==> src/rtl/led_pattern_gen_if.sv <==
// Bus bundle for led_pattern_gen.
//   en   : global run enable
//   sel  : per-channel mode, channel i at sel[3*i+:3]
//   led  : registered patterns, channel i at led[LED_W*i+:LED_W]
//   step : one-cycle pulse the cycle after each pattern advance
// master = driver of en/sel, slave = the pattern generator.
interface led_pattern_gen_if #(
  parameter int NCH   = 3,
  parameter int LED_W = 8
);
  logic                 en;
  logic [3*NCH-1:0]     sel;
  logic [LED_W*NCH-1:0] led;
  logic                 step;

  modport master (output en, sel, input  led, step);
  modport slave  (input  en, sel, output led, step);
endinterface

==> src/rtl/led_pattern_gen.sv <==
// Multi-channel LED pattern generator.
// A shared prescaler produces a tick every DIV enabled cycles; each channel
// advances its own pattern on that tick according to its mode.
// Ports:
//   clk : clock, rising edge
//   rst : synchronous active-high reset
//   bus : led_pattern_gen_if.slave (en, sel in; led, step out)

// One LED channel: mode register, pattern register, bounce direction.
module led_chan #(
  parameter int LED_W = 8
) (
  input  logic             clk,
  input  logic             rst,
  input  logic             tick,
  input  logic [2:0]       sel,
  output logic [LED_W-1:0] p
);
  logic [2:0]       sel_q, sel_d;
  logic [LED_W-1:0] p_q, p_d;
  logic             dir_q, dir_d;   // 0 = toward MSB, 1 = toward bit0

  always_comb begin
    sel_d = sel_q;
    p_d   = p_q;
    dir_d = dir_q;
    // A mode change reloads immediately, even on a tick edge or with en low.
    if (sel != sel_q) begin
      sel_d = sel;
      dir_d = 1'b0;
      case (sel)
        3'd1, 3'd3:       p_d = LED_W'(1);
        3'd2:             p_d = {1'b1, {(LED_W-1){1'b0}}};
        3'd0, 3'd4, 3'd5: p_d = '0;
        default:          p_d = '1;
      endcase
    end else if (tick) begin
      case (sel_q)
        3'd1: p_d = {p_q[LED_W-2:0], p_q[LED_W-1]};
        3'd2: p_d = {p_q[0], p_q[LED_W-1:1]};
        3'd3: begin
          // Turn around on the end LED so the end value is not repeated.
          if (!dir_q && p_q[LED_W-1]) begin
            dir_d = 1'b1;
            p_d   = p_q >> 1;
          end else if (dir_q && p_q[0]) begin
            dir_d = 1'b0;
            p_d   = p_q << 1;
          end else begin
            p_d   = dir_q ? (p_q >> 1) : (p_q << 1);
          end
        end
        3'd4: p_d = ~p_q;
        3'd5: p_d = (&p_q) ? '0 : {p_q[LED_W-2:0], 1'b1};
        default: ;
      endcase
    end
  end

  always_ff @(posedge clk) begin
    if (rst) begin
      sel_q <= '0;
      p_q   <= '0;
      dir_q <= 1'b0;
    end else begin
      sel_q <= sel_d;
      p_q   <= p_d;
      dir_q <= dir_d;
    end
  end

  assign p = p_q;
endmodule

module led_pattern_gen #(
  parameter int NCH   = 3,
  parameter int LED_W = 8,
  parameter int DIV   = 4,
  parameter int DIV_W = 16
) (
  input  logic               clk,
  input  logic               rst,
  led_pattern_gen_if.slave   bus
);
  localparam logic [DIV_W-1:0] CNT_LAST = DIV_W'(DIV-1);

  logic [DIV_W-1:0] cnt_q, cnt_d;
  logic             step_q, step_d;
  logic             tick;
  logic [NCH-1:0][LED_W-1:0] p_arr;

  always_comb begin
    cnt_d = cnt_q;
    tick  = 1'b0;
    if (bus.en) begin
      if (cnt_q == CNT_LAST) begin
        cnt_d = '0;
        tick  = 1'b1;
      end else begin
        cnt_d = cnt_q + 1'b1;
      end
    end
    step_d = tick;
  end

  always_ff @(posedge clk) begin
    if (rst) begin
      cnt_q  <= '0;
      step_q <= 1'b0;
    end else begin
      cnt_q  <= cnt_d;
      step_q <= step_d;
    end
  end

  for (genvar g = 0; g < NCH; g++) begin : g_chan
    led_chan #(.LED_W(LED_W)) u_chan (
      .clk  (clk),
      .rst  (rst),
      .tick (tick),
      .sel  (bus.sel[3*g +: 3]),
      .p    (p_arr[g])
    );
  end

  assign bus.led  = p_arr;
  assign bus.step = step_q;
endmodule

==> src/flat_wrapper.sv <==
// flat-port wrapper written by rule: the top's interface ports become plain ports
module led_pattern_gen_flat 
#(
  parameter int NCH   = 3,
  parameter int LED_W = 8,
  parameter int DIV   = 4,
  parameter int DIV_W = 16
)
  (clk, rst, bus_en, bus_sel, bus_led, bus_step);
  led_pattern_gen_if #(.NCH(NCH), .LED_W(LED_W)) bus_i ();
  input  logic clk;
  input  logic rst;
  input wire logic [$bits(bus_i.en)-1:0] bus_en;
  input wire logic [$bits(bus_i.sel)-1:0] bus_sel;
  output wire logic [$bits(bus_i.led)-1:0] bus_led;
  output wire logic [$bits(bus_i.step)-1:0] bus_step;
  assign bus_i.en = bus_en;
  assign bus_i.sel = bus_sel;
  assign bus_led = bus_i.led;
  assign bus_step = bus_i.step;
  led_pattern_gen #(.NCH(NCH), .LED_W(LED_W), .DIV(DIV), .DIV_W(DIV_W)) u_core (.clk(clk), .rst(rst), .bus(bus_i));
endmodule
==> config.mk <==
export PLATFORM = sky130hd
export DESIGN_NAME = led_pattern_gen_flat
export DESIGN_NICKNAME = d
export VERILOG_FILES = /design/src/rtl/led_pattern_gen_if.sv /design/src/rtl/led_pattern_gen.sv /design/src/flat_wrapper.sv
export SDC_FILE = /design/constraint.sdc
export NUM_CORES = 1
export LEC_CHECK = 0
export ABC_AREA = 1
export ABC_CLOCK_PERIOD_IN_PS = 3000
export BUFFER_PORTS_ARGS = -buffer_cell sky130_fd_sc_hd__buf_2
export CORE_MARGIN = 2
export CORE_UTILIZATION = 40
export DETAILED_ROUTE_END_ITERATION = 10
export PLACE_DENSITY_LB_ADDON = 0.05
export SLEW_MARGIN = 20
export SYNTH_ARGS = -nofsm -noshare
export SYNTH_HDL_FRONTEND = slang
export SYNTH_SLANG_ARGS = --single-unit
==> constraint.sdc <==
create_clock -name clk -period 3 [get_ports clk]
set_clock_uncertainty 0.15 [all_clocks]
set_input_delay 0.45 -clock clk [delete_from_list [all_inputs] [get_ports clk]]
set_output_delay 0.45 -clock clk [all_outputs]
set_load 0.005 [all_outputs]
==> summary.md, run 1 <==
| Metric | Value |
|---|---|
| Status | `finished, final reports clean` |
| Critical path's largest stage delay | `roughly 0.38 ns` |
| Clk slew on worst S/H paths | `roughly 0.1 ns` |
| Met3 Usage GRT | `0.02349` |
| ANT nets after route | `0` |
| PnR worst setup slack | `about 1.2 ns` |
| Num CTS Buffers | `5` |
| DIE HEIGHT | `a little under 100 um` |
| CTS sink cnt | `between 50 and 60` |
| Synth warnings | `0` |
| Final Hold Vio Count | `0` |
| Clk buf depth | `2` |
| Post-CTS repair timing setup buffer count | `0` |
| Reg2Reg Setup Slack | `about 1.2 ns` |
| Initial Util | `0.4127` |
| Slew @ Worst Pin | `0.5183 ns` |
| Kind of end point of the critical path | `flip-flop` |
| Post-DP HPWL | `approximately 6300 um` |
| Seq cells post-synth | `53` |
| Fillers | `about 900` |
| Die Area | `between 0.009 and 0.01 sq mm` |
| First-pass GRT wire length | `~14000 um` |
| CTS root buf | `clkbuf_8` |
| Reg2Reg Depth | `8` |
| CTS tree | `done` |
| Critical Path Start | `u_core.cnt_q[0]` |
| Site Rows | `33` |
| Number of synthesized flops with an enable pin | `0` |
| Peak supply drop | `between 200 and 300 uV` |
| Top cell type's share of synthesized area | `0.3129` |
| Crit path top cell by count | `nand2_1` |
| Final Max Tran Viols | `0` |
| Post-Synthesis Cells | `~530` |
| DR vias/cell | `5.170` |
| Final instance area | `between 0.003 and 0.004 sq mm` |
| Power per cell area | `~430 mW/mm^2` |
| Worst skew pair latency | `0.31 ns` |
| Number of diodes | `0` |
| Post-layout min period | `around 1.8 ns` |
| I/O Buffers | `36` |
| Met2 usage | `0.3293` |
| Vias in the first global route | `between 3000 and 4000` |
| Number of DRC markers in iteration 0 | `about 110` |
| Sequential area share after synthesis | `0.3129` |
| Min Hold Slack | `0.2289 ns` |
| Area grow syn2layout | `11.29%` |
| Max-cap viol count | `0` |
| Syn_area_per_cell | `around 6.4 sq um` |
| Worst hold path type | `input port to flip-flop` |
| LEAKAGE | `~1.6 nW` |
| Setup TNS | `0 ns` |
| Top FF cell, synth | `dfxtp_1` |
| Ports | `37` |
| Initial antenna violation count | `0` |
| Area after DPL | `about 0.0037 sq mm` |
| Post-CTS sizing | `0` |
| Core area | `0.008217 sq mm` |
| Global routing's busiest layer | `met2` |
| R2r startpoint | `u_core.cnt_q[0]` |
| End of the worst register-to-register path | `u_core.cnt_q[10]` |
| DR DRC count | `0` |
| Slew HR | `0.6541` |
| Crit-path slowest cell | `dfxtp_1` |
| Synth cell types | `39` |
| Critical path class | `flip-flop to flip-flop` |
| Final wirelength | `about 8400 um` |
| CP cell instances | `ha_1 > nand3_1 > nor2_4 > nand2_1 > nand2_1 > inv_2 > o21ai_0 > a21oi_1` |
| Routed via count | `3474` |
| Final nets | `around 580` |
| Clock H-tree levels | `2` |
| Cell taking the most area after synthesis | `dfxtp_1` |
| Gr usage total | `0.1899` |
| Arrival @ worst endpoint | `roughly 1.9 ns` |
| Unrepaired setup endpoints after global routing | `false` |
| WP data required | `about 3.1 ns` |
| Async SR Flop Fraction | `0` |
| Total gr overflow | `0` |
| GR Util met1 | `0.2526` |
| Layout cells sized above 1 | `0.1605` |
| TritonRoute pass-1 iters | `5` |
| CP endpoint | `u_core.cnt_q[10]` |
| Setup violations, final | `0` |
| CTS Hold Bufs | `0` |
| Syn_nets | `544` |
| Largest net degree at the start of global routing | `25` |
| Pre-CTS WS | `roughly 1.1 ns` |
| Die width | `approximately 96 um` |
| CP startpoint kind | `flip-flop` |
| Final period util | `0.6115` |
| Routed WL per cell | `12.51 um` |
| FMAX | `545.1 MHz` |
| Gpl congestion | `0.8665` |
| Synth area leaders | `dfxtp_1, nand2_1, inv_1, nor2_1, nand3_1` |
| Synthesized area | `roughly 0.0034 sq mm` |
| Maximum fanout along the worst path | `8` |
[through the flow]
stage / std cells / utilization / total power [mW]
2_1_floorplan: 531 / - / 1.032
4_1_cts: 672 / 0.4593 / 1.652
3_3_place_gp: 664 / 0.4446 / 1.130
6_report: 672 / 0.4593 / 1.632
3_5_place_dp: 664 / 0.4446 / 1.131
5_1_grt: 672 / 0.4593 / 1.728
[state kept, by name, summed over array words and instances, names as in the netlist]
name and count:
u_core.g_chan.u_chan.p 24, u_core.cnt_q 16, u_core.bus.step 1, u_core.g_chan.u_chan.sel_q 9
u_core.g_chan.u_chan.dir_q 3
[synth_stat cells (all sizes together) (2+ instances only)]
master  instances
nand2         137
nor2           72
inv            70
dfxtp          53
nand3          51
a21oi          43
o21ai          41
nor3           12
xnor2           9
nand4           8
o22ai           8
buf             5
clkbuf          4
o21bai          3
and2            2
clkinv          2
o32ai           2
[worst min path at each step]
stage / startpoint / end / slack, ns / cells after the start
2_1_floorplan: u_core.cnt_q[15] / u_core.cnt_q[15] / 0.31 / 2
3_3_place_gp: u_core.cnt_q[15] / u_core.cnt_q[15] / 0.33 / 2
3_5_place_dp: u_core.cnt_q[15] / u_core.cnt_q[15] / 0.33 / 2
4_1_cts: bus_sel[2] / u_core.g_chan[0].u_chan.sel_q[2] / 0.22 / 3
5_1_grt: bus_sel[3] / u_core.g_chan[1].u_chan.sel_q[0] / 0.23 / 3
6_report: bus_sel[0] / u_core.g_chan[0].u_chan.sel_q[0] / 0.23 / 3
[routing by layer]
layer	routed length, um	up-vias
met2	3964	75
met3	349	7
met5	0	-
met4	72	0
met1	4022	1590
li1	-	1802
[final cells by class]
class	instances	area (sq um)	share of cell area
multi-input cells	397	2001	0.5302
flip-flops and latches	53	1061	0.2812
inverters	72	272.8	0.07228
repair buffers	37	187.7	0.04973
well taps	105	131.4	0.03481
clock buffers	6	82.58	0.02188
clock inverters	2	37.54	0.009947
[report_power, final]
part           leakage, nW  internal (mW)  switching [mW]
sequential           0.435          0.742          0.0647
clock               0.0574          0.272           0.246
combinational         1.12          0.119           0.189
total                 1.61           1.13           0.500
[cells by family (layout without fill, tap and decap cells)]
| group | after synthesis | count (layout) | share of synthesized area |
|---|---|---|---|
| AO/OA/AOI/OAI | 102 | 102 | 0.1705 |
| XOR/XNOR | 10 | 10 | 0.02583 |
| adder cells (fa/ha/maj) | 1 | 1 | 0.003689 |
| buffers and inverters | 81 | 117 | 0.09704 |
| flip-flops | 53 | 53 | 0.3129 |
| AND/OR/NAND/NOR | 284 | 284 | 0.3900 |
[worst max-delay path: cells and delay by family, from the launching register on]
family                   cells  cell delay, ns
flip-flops                   1            0.38
AO/OA/AOI/OAI                2            0.15
buffers and inverters        1            0.11
AND/OR/NAND/NOR              4            0.73
adder cells (fa/ha/maj)      1            0.21
[placed cells by master, fill, tap and decap left out, types with 2 or more instances in the layout]
master | synthesis | final
xnor2_1 | 9 | 9
nand3_1 | 43 | 43
inv_2 | 8 | 8
and2_4 | 2 | 2
nor3_1 | 11 | 11
o22ai_1 | 8 | 8
nor2_1 | 62 | 62
dfxtp_1 | 53 | 53
inv_1 | 62 | 62
nand2_1 | 131 | 131
clkbuf_8 | 0 | 6
o32ai_1 | 2 | 2
o21ai_1 | 3 | 3
nand4_1 | 8 | 8
nand3_2 | 7 | 7
o21bai_1 | 3 | 3
a21oi_1 | 36 | 36
a21oi_2 | 7 | 7
nor2_4 | 6 | 6
o21ai_0 | 38 | 38
nor2_2 | 3 | 3
nand2_2 | 5 | 5
clkinv_2 | 2 | 2
buf_2 | 3 | 36
No activity file was read; power rests on OpenSTA's default activity.
==> run 2: changes to the inputs <==
- ABC_AREA: 1 -> 0
- ABC_CLOCK_PERIOD_IN_PS: 3000 -> 1680
- clock period: 3 -> 1.68 ns (I/O delays scaled with it)
==> summary.md, run 2 <==
| Metric | Value |
|---|---|
| DR vias/cell | `5.348 (+3.4%)` |
| Clk slew on worst S/H paths | `0.10 ns (about the same)` |
| Die Area | `0.009056 sq mm (-1.9%)` |
| Syn_nets | `431 (-21%)` |
| Clk buf depth | `2 (unchanged)` |
| Unrepaired setup endpoints after global routing | `true` |
| Final Hold Vio Count | `0 (unchanged)` |
| DIE HEIGHT | `95.17 um (-0.94%)` |
| Synthesized area | `0.003324 sq mm (-2.0%)` |
| Failing checks | `negative setup slack` |
| Worst hold path type | `input port to flip-flop` |
| Core area | `0.008134 sq mm (-1.0%)` |
| Final nets | `571 (-1.4%)` |
| End of the worst register-to-register path | `u_core.g_chan[2].u_chan.p[3]` |
| Gate power share | `0.276 (+0.087)` |
| R2r startpoint | `u_core.cnt_q[0]` |
| Post-layout min period | `1.902 ns (+0.06759 ns)` |
| Initial Util | `0.4087 (-0.003963)` |
| Gpl congestion | `0.9147 (+5.6%)` |
| Clock H-tree levels | `2 (unchanged)` |
| Net Switching | `0.9378 mW (+88%)` |
| Ports | `37 (unchanged)` |
| First-pass GRT wire length | `15330 um (+8.2%)` |
| Top cell type's share of synthesized area | `0.3192 (+0.006242)` |
| Layout cells sized above 1 | `0.4043 (+0.2438)` |
| Top cells by count, synth | `dfxtp_1, nor2_1, nand3_1` |
| Final instance area | `0.004949 sq mm (+31%)` |
| Int Power | `2.197 mW (+94%)` |
| Synth warnings | `0 (unchanged)` |
| Gr usage total | `0.2094 (+0.01946)` |
| Sw Share | `0.2991 (-0.007283)` |
| Top FF cell, synth | `dfxtp_1` |
| Reg2Reg Depth | `8 (unchanged)` |
| Pre-CTS WS | `-0.2685 ns (-1.362 ns)` |
| Power per cell area | `633.5 mW/mm^2 (+46%)` |
| CP endpoint | `u_core.g_chan[2].u_chan.p[3]` |
| ANT nets after route | `0 (unchanged)` |
| Slew HR | `0.6655 (+0.01140)` |
| Worst skew pair latency | `0.31 ns (about the same)` |
| Kind of end point of the critical path | `flip-flop` |
| Final Max Tran Viols | `0 (unchanged)` |
| Synth cell types | `61 (+56%)` |
| Fin cells | `664 (-1.2%)` |
| Initial antenna violation count | `0 (unchanged)` |
| Fillers | `698 (-23%)` |
| DR DRC count | `0 (unchanged)` |
| Post-Synthesis Cells | `418 (-21%)` |
| Critical Path Start | `u_core.cnt_q[0]` |
| Cell taking the most area after synthesis | `dfxtp_1` |
| Setup violations, final | `43 (+43)` |
| Largest net degree at the start of global routing | `18 (-28%)` |
| Syn_area_per_cell | `7.953 sq um (+25%)` |
| Pwr Total | `3.135 mW (+92%)` |
| Critical path class | `flip-flop to flip-flop` |
| Final period util | `1.132 (+0.5207)` |
| Slew @ Worst Pin | `0.5017 ns (-0.01654 ns)` |
| Reg2Reg Setup Slack | `-0.22 ns (-1.39 ns)` |
| Status | `complete, but fails checks` |
| LEAKAGE | `1.936 nW (+20%)` |
| Arrival @ worst endpoint | `1.99 ns (+0.10 ns)` |
| Synth area leaders | `dfxtp_1, nor2_1, nand3_1, xnor2_1, nand2b_1` |
| Peak supply drop | `449.4 uV (+79%)` |
| Vias in the first global route | `3303 (+6.3%)` |
| WP data required | `1.76 ns (-1.30 ns)` |
| Num CTS Buffers | `5 (unchanged)` |
| Die width | `95.17 um (-0.94%)` |
| CTS root buf | `clkbuf_8` |
| Clock Power Share | `0.285 (-0.032)` |
| CTS sink cnt | `53 (unchanged)` |
| Site Rows | `33 (unchanged)` |
| CP startpoint kind | `flip-flop` |
| Max-cap viol count | `0 (unchanged)` |
| Final wirelength | `9248 um (+10%)` |
| Sequential group share of total power | `0.438 (-0.056)` |
| CTS tree | `done` |
| Commonest non-fill, non-tap cells in the layout | `buf_4, dfxtp_1, buf_2, nor2_1, nand3_1` |
| I/O Buffers | `36 (unchanged)` |
| Top-count cell post-synth | `dfxtp_1` |
| Placed cells | `643 (-3.2%)` |
| Max reg flops | `24 (unchanged)` |
| Total gr overflow | `0 (unchanged)` |
| Routed WL per cell | `13.93 um (+11%)` |
| Number of diodes | `0 (unchanged)` |
| Async SR Flop Fraction | `0 (unchanged)` |
| PnR worst setup slack | `-0.2220 ns (-1.388 ns)` |
| FMAX | `525.8 MHz (-3.6%)` |
| Routed via count | `3551 (+2.2%)` |
| Maximum fanout along the worst path | `7 (-1)` |
| Post-DP HPWL | `6823 um (+8.4%)` |
| TritonRoute pass-1 iters | `5 (unchanged)` |
| Area after DPL | `0.004429 sq mm (+21%)` |
| Number of DRC markers in iteration 0 | `117 (+11%)` |
| Number of synthesized flops with an enable pin | `0 (unchanged)` |
| Seq cells post-synth | `53 (unchanged)` |
| Sequential area share after synthesis | `0.3192 (+0.006242)` |
| Commonest non-fill, non-tap cell in the layout | `buf_4` |
| Hold Startpoint | `bus_sel[3]` |
| Area grow syn2layout | `48.85%` |
run 2: cell types whose count changed after synthesis, moves of 12 or more:
| cell | change |
|---|---|
| nor2_1 | -21 |
| nor2b_1 | +14 |
| o21ai_0 | -16 |
| nand2b_1 | +19 |
| a211oi_1 | +12 |
| nand2_1 | -107 |
| a21oi_1 | -18 |
| inv_1 | -47 |
| nand3_1 | -16 |
run 2: per-stage QoR:
stage	setup TNS [ns]	util	hold WS, ns
CTS	-7.423	0.5811	0.04154
finish	-6.615	0.6084	0.04526
floorplan	-1.793	-	0.2302
global placement	-4.264	0.5445	0.3673
global route	-10.04	0.6084	0.04336
detailed placement	-5.723	0.5445	0.3594
run 2: cells by family (layout without fill, tap and decap cells):
| logic type | count (synthesis) | in the layout | synth area share |
|---|---|---|---|
| buffers and inverters | 38 | 179 | 0.04591 |
| XOR/XNOR | 22 | 22 | 0.05796 |
| multiplexers | 7 | 7 | 0.02108 |
| AO/OA/AOI/OAI | 119 | 119 | 0.2529 |
| adder cells (fa/ha/maj) | 1 | 1 | 0.003763 |
| AND/OR/NAND/NOR | 178 | 178 | 0.2992 |
| flip-flops | 53 | 53 | 0.3192 |
run 2: critical path, cell delays in order, from the launching register on:
cell and delay, ns:
dfxtp_4 0.37, ha_4 0.12, and4bb_2 0.25, nand4_4 0.20, buf_6 0.21, o21bai_4 0.14
buf_6 0.15, nor2_2 0.04, a211oi_2 0.18
run 2: worst min path at each step:
stage	to	slack, ns	depth (start not counted)
after global placement	u_core.cnt_q[14]	0.37	2
after global routing	u_core.g_chan[1].u_chan.sel_q[0]	0.04	2
final	u_core.g_chan[1].u_chan.sel_q[0]	0.05	2
after floorplan	u_core.g_chan[0].u_chan.sel_q[0]	0.23	1
after CTS	u_core.g_chan[1].u_chan.sel_q[0]	0.04	2
after detailed placement	u_core.g_chan[1].u_chan.sel_q[0]	0.36	2
run 2: repair_timing:
item / CTS / global route
hold buffers: 0 / 0
pin swaps: 18 / 33
buffers inserted: 7 / 4
gates cloned: 3 / 0
endpoints found under the setup margin: 43 / 44
endpoints found under the hold margin: 0 / 0
resized for setup: 26 / 51
run 2: area by class of cell:
cell class                 instances  area, sq um  area share
tap                              105        131.4     0.02655
clock buffer                       5        68.82     0.01391
multi-input combinational        327         2404      0.4857
timing repair buffer             156         1171      0.2367
inverter                          15        56.30     0.01138
clock inverter                     3        46.29    0.009355
sequential                        53         1071      0.2164
run 2: metal layers:
layer | part of all wire | up-vias | GRT usage
met5 | 0 | - | 0
met4 | 0.0078 | 0 | 0.04227
met3 | 0.038 | 8 | 0.02530
met2 | 0.48 | 70 | 0.3439
met1 | 0.47 | 1647 | 0.2954
li1 | - | 1826 | -
run 2: power by group through the flow:
| stage | logic [mW] | registers [mW] | clock network (mW) |
|---|---|---|---|
| floorplan | 0.376 | 1.43 | 0 |
| global placement | 0.768 | 1.40 | 0 |
| detailed placement | 0.772 | 1.40 | 0 |
| CTS | 0.815 | 1.37 | 0.916 |
| global route | 0.955 | 1.39 | 0.973 |
| finish | 0.867 | 1.37 | 0.895 |
